$ cat src/rtl/vga_timing_scaler.sv
// VGA timing generator and integer-scaled frame-buffer reader with latency-matched sync/enable.
// Defining VGA_TEST_PATTERN_EN adds a test_mode input that overrides RGB with 8 vertical colour bars.
module vga_timing_scaler #(
    parameter int WIDTH      = 640,
    parameter int HEIGHT     = 480,
    parameter int H_FP       = 16,
    parameter int H_SYNC     = 96,
    parameter int H_BP       = 48,
    parameter int V_FP       = 10,
    parameter int V_SYNC     = 2,
    parameter int V_BP       = 33,
    parameter int HS_POL     = 0,
    parameter int VS_POL     = 0,
    parameter int SCALE      = 1,
    parameter int COLOR_BITS = 4,
    parameter int RD_LATENCY = 1,
    localparam int AW = $clog2((WIDTH / SCALE) * (HEIGHT / SCALE)),
    localparam int XW = $clog2(WIDTH) + 1,
    localparam int YW = $clog2(HEIGHT) + 1
) (
    input  logic                    pclk,
    input  logic                    rst,
`ifdef VGA_TEST_PATTERN_EN
    input  logic                    test_mode,
`endif
    output logic [AW-1:0]           r_addr,
    output logic                    r_en,
    input  logic [3*COLOR_BITS-1:0] r_data,
    output logic [COLOR_BITS-1:0]   red_bits,
    output logic [COLOR_BITS-1:0]   green_bits,
    output logic [COLOR_BITS-1:0]   blue_bits,
    output logic                    hsync,
    output logic                    vsync,
    output logic                    de,
    output logic [XW-1:0]           pixel_x,
    output logic [YW-1:0]           pixel_y,
    output logic                    frame_start
);

    localparam int H_TOTAL = WIDTH + H_FP + H_SYNC + H_BP;
    localparam int V_TOTAL = HEIGHT + V_FP + V_SYNC + V_BP;
    localparam int HCW     = $clog2(H_TOTAL);
    localparam int VCW     = $clog2(V_TOTAL);
    localparam int SW      = WIDTH / SCALE;
    localparam int SH      = HEIGHT / SCALE;
    localparam int SUBW    = (SCALE > 1) ? $clog2(SCALE) : 1;
    localparam int SXW     = $clog2(SW) + 1;
    localparam int SYW     = $clog2(SH) + 1;
    localparam int DEPTH   = RD_LATENCY + 1;
    localparam logic HS_LVL = 1'(HS_POL);
    localparam logic VS_LVL = 1'(VS_POL);

    typedef struct packed {
        logic          act;
        logic          hs;
        logic          vs;
        logic          fm;
        logic [XW-1:0] x;
        logic [YW-1:0] y;
    } stage_t;

    logic [HCW-1:0]  r_h_cnt;
    logic [VCW-1:0]  r_v_cnt;
    logic [SUBW-1:0] r_sx_sub;
    logic [SUBW-1:0] r_sy_sub;
    logic [SXW-1:0]  r_sx;
    logic [SYW-1:0]  r_sy;
    logic [AW-1:0]   r_row_base;
    stage_t          r_pipe [DEPTH];

    logic            w_h_last;
    logic            w_v_last;
    logic            w_line_end;
    logic [AW-1:0]   w_addr;
    stage_t          w_s0;
    stage_t          w_tail;
    logic [3*COLOR_BITS-1:0] w_rgb;
`ifdef VGA_TEST_PATTERN_EN
    logic [2:0]      w_bar;
`endif

    assign w_h_last   = (r_h_cnt == HCW'(H_TOTAL - 1));
    assign w_v_last   = (r_v_cnt == VCW'(V_TOTAL - 1));
    assign w_line_end = w_s0.act && (r_h_cnt == HCW'(WIDTH - 1));
    assign w_addr     = r_row_base + AW'(r_sx);
    assign w_tail     = r_pipe[DEPTH-1];

    always_comb begin
        w_s0     = '0;
        w_s0.act = (r_h_cnt < HCW'(WIDTH)) && (r_v_cnt < VCW'(HEIGHT));
        w_s0.hs  = (r_h_cnt >= HCW'(WIDTH + H_FP)) && (r_h_cnt <= HCW'(WIDTH + H_FP + H_SYNC - 1));
        w_s0.vs  = (r_v_cnt >= VCW'(HEIGHT + V_FP)) && (r_v_cnt <= VCW'(HEIGHT + V_FP + V_SYNC - 1));
        w_s0.fm  = (r_h_cnt == '0) && (r_v_cnt == '0);
        w_s0.x   = w_s0.act ? XW'(r_h_cnt) : '0;
        w_s0.y   = w_s0.act ? YW'(r_v_cnt) : '0;
    end

    // NOTE: state registers use non-blocking assignments so every flop samples pre-edge values.
    always_ff @(posedge pclk) begin
        if (rst) begin
            r_h_cnt <= '0;
            r_v_cnt <= '0;
        end else if (w_h_last) begin
            r_h_cnt <= '0;
            r_v_cnt <= w_v_last ? '0 : r_v_cnt + 1'b1;
        end else begin
            r_h_cnt <= r_h_cnt + 1'b1;
        end
    end

    // Source position tracks display position by counting replications instead of dividing.
    always_ff @(posedge pclk) begin
        if (rst || (w_h_last && w_v_last)) begin
            r_sx_sub   <= '0;
            r_sx       <= '0;
            r_sy_sub   <= '0;
            r_sy       <= '0;
            r_row_base <= '0;
        end else if (w_line_end) begin
            r_sx_sub <= '0;
            r_sx     <= '0;
            if (r_sy_sub == SUBW'(SCALE - 1)) begin
                r_sy_sub   <= '0;
                r_sy       <= r_sy + 1'b1;
                r_row_base <= r_row_base + AW'(SW);
            end else begin
                r_sy_sub <= r_sy_sub + 1'b1;
            end
        end else if (w_s0.act) begin
            if (r_sx_sub == SUBW'(SCALE - 1)) begin
                r_sx_sub <= '0;
                r_sx     <= r_sx + 1'b1;
            end else begin
                r_sx_sub <= r_sx_sub + 1'b1;
            end
        end
    end

    always_ff @(posedge pclk) begin
        if (rst) begin
            r_en   <= 1'b0;
            r_addr <= '0;
        end else begin
            r_en <= w_s0.act;
            if (w_s0.act) begin
                r_addr <= w_addr;
            end
        end
    end

    // NOTE: this delay line is control state, not storage, so it is reset to flush stale enables.
    always_ff @(posedge pclk) begin
        if (rst) begin
            for (int i = 0; i < DEPTH; i++) begin
                r_pipe[i] <= '0;
            end
        end else begin
            r_pipe[0] <= w_s0;
            for (int i = 1; i < DEPTH; i++) begin
                r_pipe[i] <= r_pipe[i-1];
            end
        end
    end

    always_comb begin
        w_rgb = r_data;
`ifdef VGA_TEST_PATTERN_EN
        w_bar = 3'(w_tail.x / XW'(WIDTH / 8));
        if (test_mode) begin
            w_rgb = {{COLOR_BITS{w_bar[2]}}, {COLOR_BITS{w_bar[1]}}, {COLOR_BITS{w_bar[0]}}};
        end
`endif
    end

    always_ff @(posedge pclk) begin
        if (rst) begin
            de          <= 1'b0;
            red_bits    <= '0;
            green_bits  <= '0;
            blue_bits   <= '0;
            pixel_x     <= '0;
            pixel_y     <= '0;
            frame_start <= 1'b0;
            hsync       <= ~HS_LVL;
            vsync       <= ~VS_LVL;
        end else begin
            de          <= w_tail.act;
            {red_bits, green_bits, blue_bits} <= w_tail.act ? w_rgb : '0;
            pixel_x     <= w_tail.x;
            pixel_y     <= w_tail.y;
            frame_start <= w_tail.fm;
            hsync       <= ~(w_tail.hs ^ HS_LVL);
            vsync       <= ~(w_tail.vs ^ VS_LVL);
        end
    end

endmodule
$ cat config.mk
export PLATFORM = sky130hd
export DESIGN_NAME = vga_timing_scaler
export DESIGN_NICKNAME = d
export VERILOG_FILES = /design/src/rtl/vga_timing_scaler.sv
export SDC_FILE = /design/constraint.sdc
export NUM_CORES = 1
export LEC_CHECK = 0
export ABC_AREA = 0
export CORE_MARGIN = 2
export CORE_UTILIZATION = 52
export CTS_BUF_LIST = sky130_fd_sc_hd__clkbuf_8
export DETAILED_ROUTE_END_ITERATION = 16
export MAX_ROUTING_LAYER = met4
export PLACE_DENSITY = 0.83
export SKIP_LAST_GASP = 1
export SLEW_MARGIN = 20
export SYNTH_ARGS = -nofsm -noshare
export SYNTH_HDL_FRONTEND = slang
export SYNTH_SLANG_ARGS = --single-unit
export TNS_END_PERCENT = 30
$ cat constraint.sdc
create_clock -name pclk -period 2 [get_ports pclk]
set_input_delay 0.3 -clock pclk [delete_from_list [all_inputs] [get_ports pclk]]
set_output_delay 0.3 -clock pclk [all_outputs]
set_load 0.02 [all_outputs]
==> flow_summary.toml, run 1 <==
[outcome]
status = "completed"

[yosys]
synthTopCellsByCount = "dfxtp_1 (146), nor2b_1 (47), nand2_1 (42)"
netlist_instances = 548
synth.distinct_cells = 46
yosysTopAreaCell = "dfxtp_1"
synth.most_common_cell = "dfxtp_1"
ys_ff_latch = 146
avgSynthCellArea_um2 = 9.76
synthFlopType = "dfxtp_1"
synth_area_leaders = "dfxtp_1 (55%), nor2b_1 (5.5%), a21oi_1 (3.1%)"
ys_warn_count = 0
synth-edff-count = 0
synthArstFlopShare_pct = 0
synth_top_area_share_pct = 54.7
synth_area_um2 = 5350
yosysSeqAreaShare_pct = 54.7

[cells_and_area]
fin_util_pct = 66.0
antenna_cells = 0
fill_cells = 761
nets = 650
area_growth_pct = 25.2
layout-drive-gt1-share_pct = 10.3
final_design_area_no_fill_um2 = 6690

[route]
routed_wl_um = 10400
num_vias = 4086
drtIter0Drc = 334
vias_per_cell = 5.28
ant_nets = 0
wire_per_inst_um = 13.4
drc = 0
first_pass_iters = 7

[clock_tree]
clock-root-buffer = "clkbuf_8"
clk_pin_slew_ps = 80
ctsLongestPathBuffers = 2
htree_num_levels = 4
cts_tree = "built"
clkSinkCount = 146
cts_setup_buffers = 0
numCtsBuffers = 17
worst_skew_pair.late_latency_ps = 440

[setup_path]
endpoint_kind = "flip-flop"
critical_path_class = "reg -> reg"
reg2reg_depth = 7
ff2ff_setup_slack_ps = 40
worst_ep_arrival_time_ps = 2310
worst_path_most_repeated_cell = "a211oi_1"
cpPeakStageDelay_ps = 380
cp_max_fo = 5
required_ps = 2360
crit_family = "adder cells"
worst-path-stages = 7
worstPathCellList = "ha_2 -> inv_1 -> fa_1 -> nand2b_2 -> a211oi_1 -> xnor2_1 -> a211oi_1"
worstSetupStartpointType = "flip-flop"
path_buf_inv = 1
crit_path_top_delay_cell = "dfxtp_1"
regToRegEndpoint = "r_addr[17]"
timing.rr.start = "r_sx[7]"

[floorplanning]
core_area_um2 = 10100
num_rows = 37
io-pin-count = 71
initial_core_util_pct = 52.7
die_w_um = 105
die_height_um = 105
die_area_um2 = 11100

[sta]
setup_viol = 0
fin_skew_ps = 13.1
timing.fmax_mhz = 510
fin_setup_tns_ps = 0
hold_viol_final = 0
min_period_ps = 1960
slew_headroom_pct = 64.0
setup_ws_ps = 40.8
tightest_slew_ps = 539
finalMaxSlewViolations = 0
rsz0062_at_grt = "true"
finalCritPeriodShare_pct = 98.0

[pwr]
power_leakage_nw = 2.52
power_density_nw_per_um2 = 849
ir_drop_v = 0.000393

[worst_hold_path]
hold_start = "rst"
worstHoldPathCells = 3
min_path_type = "in -> reg"
min_to = "r_pipe[0][22]"

[grt]
grt_max_degree = 67
grt_overflow = 0
grt_use_total_pct = 20.3
grt_pass1_wl_um = 17800
grt_pass1_vias = 3887
antenna_found_initial = 0

[placed_design]
dp_hpwl_um = 6810
place_ws_ps = -53.1
gp_congestion = 0.879
dpl_cell_area_um2 = 6210
portBuffers = 69

[flow_run]
cap_violations = 0
==> final cells by class <==
type / count / area [um2] / area share, %
well taps: 136 / 170 / 2.54
inverters: 12 / 45.0 / 0.673
clock buffers: 18 / 248 / 3.70
multi-input cells: 359 / 2240 / 33.5
repair buffers: 89 / 861 / 12.9
flip-flops and latches: 146 / 2920 / 43.7
clock inverters: 14 / 203 / 3.03
==> cell usage in the layout (no fill, tap or decap), types with 12 or more instances in the layout <==
master | Yosys | final
nor2b_1 | 47 | 47
and3_1 | 21 | 21
and2_1 | 17 | 17
clkdlybuf4s50_1 | 0 | 68
nand4_1 | 12 | 12
xor2_1 | 12 | 12
nor2_1 | 36 | 36
buf_4 | 4 | 18
dfxtp_1 | 146 | 145
clkbuf_8 | 0 | 18
nand3_1 | 17 | 17
a21oi_1 | 33 | 33
inv_1 | 12 | 12
nand2_1 | 42 | 42
or3_1 | 16 | 16
o21ai_0 | 14 | 14
==> registers in the layout, summed over array words and instances (netlist names) <==
name	cells
blue_bits	4
de	1
frame_start	1
green_bits	4
hsync	1
pixel_x	10
pixel_y	10
r_addr	19
r_h_cnt	10
r_pipe	48
r_row_base	12
r_sx	11
r_v_cnt	10
red_bits	4
vsync	1
==> routing by layer <==
metal	global-route usage [%]	share of wire [%]	vias to the layer above
li1	-	-	2035
met2	31.9	49	123
met5	-	0	-
met4	8.48	1.8	0
met3	5.88	4.3	23
met1	24.4	45	1905
==> worst reg2reg max path, delay by kind of cell (launching register included) <==
family	cells	cell delay [ps]
fa+ha+maj	2	600
compound gates	2	490
flops	1	380
simple gates	1	250
xor+xnor	1	110
buf+inv	1	60
==> power breakdown <==
group	switching, mW	internal, mW	total, mW
combinational	0.100	0.0853	0.186
clock	1.13	1.41	2.54
sequential	0.0194	2.94	2.96
total	1.25	4.44	5.68
==> worst max path at each step <==
| stage | startpoint | endpoint | slack (ps) |
|---|---|---|---|
| final | r_sx[7] | r_addr[17] | 40 |
| after global routing | r_sx[7] | r_addr[17] | -70 |
| after CTS | r_h_cnt[0] | r_row_base[12] | -40 |
| after detailed placement | r_sx[7] | r_addr[11] | -50 |
| after global placement | r_sx[7] | r_addr[11] | 120 |
| after floorplan | r_row_base[7] | r_addr[11] | 170 |
==> what timing repair did <==
item | in CTS | in global routing
setup endpoints to repair | 8 | 31
gates resized for setup | 1 | 9
gates cloned | 0 | 0
pin swaps | 0 | 1
hold buffers | 0 | 0
==> per-stage QoR <==
| stage | cells | hold WS (ps) | total power [mW] |
|---|---|---|---|
| final | 774 | 267 | 5.68 |
| after global routing | 774 | 271 | 5.89 |
| after CTS | 774 | 248 | 5.73 |
| after detailed placement | 742 | 365 | 3.21 |
| after global placement | 742 | 353 | 3.20 |
| after floorplan | 549 | 352 | 3.13 |
==> cells by family after synthesis <==
| family | count (synthesis) | share of synthesized area [%] |
|---|---|---|
| other cells | 1 | 0.0701 |
| mux | 2 | 0.374 |
| buf+inv | 44 | 4.07 |
| fa+ha+maj | 11 | 2.71 |
| compound gates | 84 | 9.99 |
| simple gates | 239 | 24.7 |
| flops | 146 | 54.7 |
| xor+xnor | 21 | 3.44 |
No activity file was read; power rests on OpenSTA's default activity.
==> run 2: changes to the inputs <==
- CELL_PAD_IN_SITES_DETAIL_PLACEMENT: not set -> 0
- CELL_PAD_IN_SITES_GLOBAL_PLACEMENT: not set -> 1
- CORE_UTILIZATION: 52 -> 44
- PLACE_DENSITY: 0.83 -> 0.89
- SLEW_MARGIN: 20 -> 40
==> run 2 against run 1 <==
Against the previous run:
- first-iteration DRC count down 43%
- clock skew down 2.9 ps
- fmax down 0.75%
- largest power group unchanged
- critical path type unchanged
==> flow_summary.toml, run 2 (synthesis gave the netlist of run 1 again) <==
[setup_path]
ff2ff_setup_slack_ps = 30
timing.rr.start = "r_sx[7]"
worst_ep_arrival_time_ps = 2320
endpoint_kind = "flip-flop"
reg2reg_depth = 7
required_ps = 2340
critical_path_class = "reg -> reg"
cp_max_fo = 5
regToRegEndpoint = "r_addr[11]"
worstSetupStartpointType = "flip-flop"

[worst_hold_path]
min_path_type = "in -> reg"
worstHoldPathCells = 2
hold_start = "rst"
min_to = "de"

[route]
drc = 0
first_pass_iters = 6
wire_per_inst_um = 13.0
drtIter0Drc = 192
num_vias = 4055
routed_wl_um = 10300
vias_per_cell = 5.11
ant_nets = 0

[pwr]
ir_drop_v = 0.000303
power_density_nw_per_um2 = 830
power_mw = 5.58
power_leakage_nw = 2.56

[sta]
timing.fmax_mhz = 507
fin_skew_ps = 10.2
holdWs_ps = 268
tightest_slew_ps = 626
rsz0062_at_grt = "true"
setup_viol = 0
finalMaxSlewViolations = 0
finalCritPeriodShare_pct = 98.7
slew_headroom_pct = 58.2
setup_ws_ps = 26.1
hold_viol_final = 0
fin_setup_tns_ps = 0
min_period_ps = 1970

[placed_design]
dp_hpwl_um = 7310
place_ws_ps = 31.2
gp_congestion = 0.881
dpl_cell_area_um2 = 6270
portBuffers = 69
dpl.cell_count = 762

[cells_and_area]
final_design_area_no_fill_um2 = 6730
fin_util_pct = 56.2
mostFrequentLayoutCells = "dfxtp_1 (146), clkdlybuf4s50_1 (68), nor2b_1 (47)"
largest_register = "r_pipe"
fin_cells = 794
largest_reg_flops = 48
area_growth_pct = 25.8
fill_cells = 1056
layout_commonest_cell = "dfxtp_1"
top_regs = "r_pipe x48, r_addr x19, r_row_base x12"
layout-drive-gt1-share_pct = 10.8
nets = 659
antenna_cells = 0

[floorplanning]
io-pin-count = 71
die_height_um = 114
initial_core_util_pct = 44.7
num_rows = 40
die_area_um2 = 13100
die_w_um = 114
core_area_um2 = 12000

[grt]
grt_pass1_wl_um = 17000
busiest_layer = "met2"
use_met3_pct = 4.71
grt_use_total_pct = 16.9
grt_use_met2_pct = 27.5
antenna_found_initial = 0
grt_overflow = 0
grt_pass1_vias = 3747
grt_max_degree = 47
grtUsageMet1_pct = 19.4

[clock_tree]
hold_buffers = 0
worst_skew_pair.late_latency_ps = 440
clkSinkCount = 146
htree_num_levels = 4
ctsLongestPathBuffers = 2
cts_tree = "built"
clock-root-buffer = "clkbuf_8"
clk_pin_slew_ps = 80
numCtsBuffers = 17
ctsResizeCount = 0
cts_setup_buffers = 0

[outcome]
status = "completed"

[flow_run]
cap_violations = 0
==> run 2: worst max-delay path by stage <==
stage,startpoint,end,slack (ps),cells past startpoint
3_5_place_dp,r_h_cnt[1],r_row_base[16],30,5
5_1_grt,r_sx[7],r_addr[11],-100,7
2_1_floorplan,r_row_base[7],r_addr[11],170,7
4_1_cts,r_h_cnt[1],r_row_base[16],2,5
6_report,r_sx[7],r_addr[11],30,7
3_3_place_gp,r_h_cnt[1],r_row_base[12],120,6
==> run 2: cell type report <==
class,count,area [um2],share of cell area [%]
clock buffer,21,289,4.30
clock inverter,11,153,2.27
inverter,12,45.0,0.670
multi-input combinational,359,2230,33.1
sequential,146,2920,43.5
tap,147,184,2.73
timing repair buffer,98,903,13.4
==> run 2: critical path: stages, from the launching register on <==
cell	delay (ps)
dfxtp_1	370
ha_1	200
inv_1	60
fa_1	370
nand2b_1	220
a21boi_0	300
nor3_1	80
o41ai_1	290
==> run 2: layer usage <==
metal	wire length [um]	share of wire [%]
met4	222	2.1
met2	4990	48
met1	4640	45
met3	488	4.7
met5	0	0
==> run 2: where the power goes <==
part / internal (mW) / leakage [nW] / total [mW] / switching, mW
logic: 0.0858 / 1.16 / 0.186 / 0.100
registers: 2.94 / 1.18 / 2.96 / 0.0166
clock network: 1.37 / 0.214 / 2.44 / 1.07
==> run 3: changes to the inputs <==
- CORE_UTILIZATION: 44 -> 40
- PLACE_DENSITY: 0.89 -> 0.85
- clock period: 2 -> 1.7 ns (I/O delays scaled with it)
==> run 3 against run 2 <==
Against the previous run:
- the flow now finishes with violations (setup timing)
- combinational power grew 35%
- sequential share of layout area shrank 3.8 points
- count of clock-buffer cells in the layout shrank 4
- sequential cell count is the same
- first-iteration DRC count grew 34%
- clock skew grew 6.9 ps
- routed wire length grew 16%
- via count grew 6.6%
- critical endpoint is now r_row_base[16]
- largest power group unchanged
==> flow_summary.toml, run 3 (synthesis gave the netlist of run 1 again) <==
[outcome]
status = "finished, violations left"
violations = "setup timing"

[setup_path]
worst_ep_arrival_time_ps = 2110
cp_max_fo = 8
regToRegEndpoint = "r_row_base[16]"
worstSetupStartpointType = "flip-flop"
endpoint_kind = "flip-flop"
required_ps = 2070
path_buf_inv = 1
critical_path_class = "reg -> reg"
crit_path_top_delay_cell = "or4_1"
timing.rr.start = "r_h_cnt[0]"
ff2ff_setup_slack_ps = -30
crit_family = "simple AND/OR/NAND/NOR gates"
reg2reg_depth = 6
worstPathCellList = "ha_4 -> and4_4 -> nand4_4 -> buf_12 -> or4_1 -> a21oi_1"
cpPeakStageDelay_ps = 490

[pwr]
p_sw_share_pct = 22.3
power_density_nw_per_um2 = 871
power_leakage_nw = 2.88
ir_drop_v = 0.000429
p_int_mw = 5.01
seqPwrFrac_pct = 53.9
power_frac_clock_pct = 42.2
switchingPower_mw = 1.44
combPwrFrac_pct = 3.9

[cells_and_area]
layout-drive-gt1-share_pct = 23.3
antenna_cells = 0
top_regs = "r_pipe x48, r_addr x19, r_row_base x12"
largest_register = "r_pipe"
largest_reg_flops = 48
layout_commonest_cell = "dfxtp_1"
nets = 706
fill_cells = 1125
mostFrequentLayoutCells = "dfxtp_1 (131), clkdlybuf4s50_1 (68), buf_4 (62)"
final_design_area_no_fill_um2 = 7420
area_growth_pct = 38.7

[worst_hold_path]
min_to = "pixel_y[0]"
hold_start = "rst"
min_path_type = "in -> reg"
worstHoldPathCells = 2

[sta]
setup_ws_ps = -32.2
slew_headroom_pct = 57.7
timing.fmax_mhz = 577
fin_skew_ps = 17.2
finalMaxSlewViolations = 0
holdWs_ps = 78.7
min_period_ps = 1730
rsz0062_at_grt = "true"
hold_viol_final = 0
setup_viol = 3
finalCritPeriodShare_pct = 102
tightest_slew_ps = 633

[route]
drc = 0
vias_per_cell = 4.98
num_vias = 4321
first_pass_iters = 5
ant_nets = 0
wire_per_inst_um = 13.9
drtIter0Drc = 257
routed_wl_um = 12000

[placed_design]
portBuffers = 69
gp_congestion = 0.839
dp_hpwl_um = 7760
dpl_cell_area_um2 = 6670

[clock_tree]
cts_tree = "built"
clkSinkCount = 146
numCtsBuffers = 17
hold_buffers = 0
ctsLongestPathBuffers = 2
htree_num_levels = 4
worst_skew_pair.late_latency_ps = 450
clock-root-buffer = "clkbuf_8"
clk_pin_slew_ps = 80

[floorplanning]
die_area_um2 = 14300
die_height_um = 120
die_w_um = 120
num_rows = 42
io-pin-count = 71
initial_core_util_pct = 40.7
core_area_um2 = 13100

[grt]
grt_pass1_wl_um = 19500
grt_use_total_pct = 17.4
grt_overflow = 0
grt_max_degree = 44
grt_pass1_vias = 4194
antenna_found_initial = 0

[flow_run]
cap_violations = 0
## run 3: area by class of cell
class,instances,area (um2),share of cell area (%)
repair buffers,144,1390,18.7
flip-flops and latches,146,2940,39.7
multi-input cells,360,2430,32.8
inverters,12,45.0,0.607
clock buffers,17,234,3.15
well taps,176,220,2.97
clock inverters,13,160,2.16
## run 3: stage by stage
| stage | total power [mW] | setup TNS [ps] | util (%) | cells | setup slack [ps] |
|---|---|---|---|---|---|
| 5_1_grt | 6.69 | -1430 | 56.5 | 868 | -92.0 |
| 6_report | 6.46 | -61.2 | 56.5 | 868 | -32.2 |
| 4_1_cts | 6.52 | -168 | 55.1 | 865 | -26.5 |
| 2_1_floorplan | 3.68 | -25.8 | - | 549 | -21.1 |
| 3_5_place_dp | 3.80 | -1520 | 50.7 | 830 | -108 |
| 3_3_place_gp | 3.79 | -109 | 50.7 | 830 | -24.9 |
## run 3: timing repair
action / 4_1_cts / 5_1_grt
gates cloned: 2 / 2
endpoints found under the setup margin: 34 / 59
setup buffers: 3 / 2
resized for setup: 23 / 37
pin swaps: 16 / 25
## run 3: worst reg2reg max path: cells and delay by family (launching register included)
| family | cells | cell delay (ps) |
|---|---|---|
| and+or+nand+nor | 3 | 850 |
| AOI/OAI and AO/OA | 1 | 140 |
| buffers and inverters | 1 | 170 |
| DFF | 1 | 360 |
| adders and majority gates | 1 | 140 |
## run 3: layer usage
layer  wire [um]  GRT usage (%)  vias to the layer above  share of wire [%]
met5           0              -                        -                  0
met4         282           8.01                        0                2.3
met3         601           4.52                       29                5.0
met2        6080           28.8                      138                 51
met1        5060           19.9                     2005                 42
li1            -              -                     2149                  -
## run 3: how the worst max path moves through the flow
stage | startpoint | to | slack (ps) | depth (start not counted)
final | r_h_cnt[0] | r_row_base[16] | -30 | 6
after global routing | r_row_base[7] | r_addr[15] | -90 | 7
after CTS | r_row_base[8] | r_addr[16] | -30 | 6
after detailed placement | r_h_cnt[1] | r_v_cnt[9] | -110 | 6
after global placement | r_sx[7] | r_addr[11] | -20 | 7
after floorplan | r_h_cnt[0] | r_row_base[15] | -20 | 8
## run 3: power by group through the flow
stage | Clock [mW] | Sequential, mW | Combinational, mW
final | 2.73 | 3.48 | 0.252
after global routing | 2.93 | 3.48 | 0.275
after CTS | 2.79 | 3.48 | 0.248
after detailed placement | 0 | 3.56 | 0.243
after global placement | 0 | 3.55 | 0.240
after floorplan | 0 | 3.58 | 0.0974
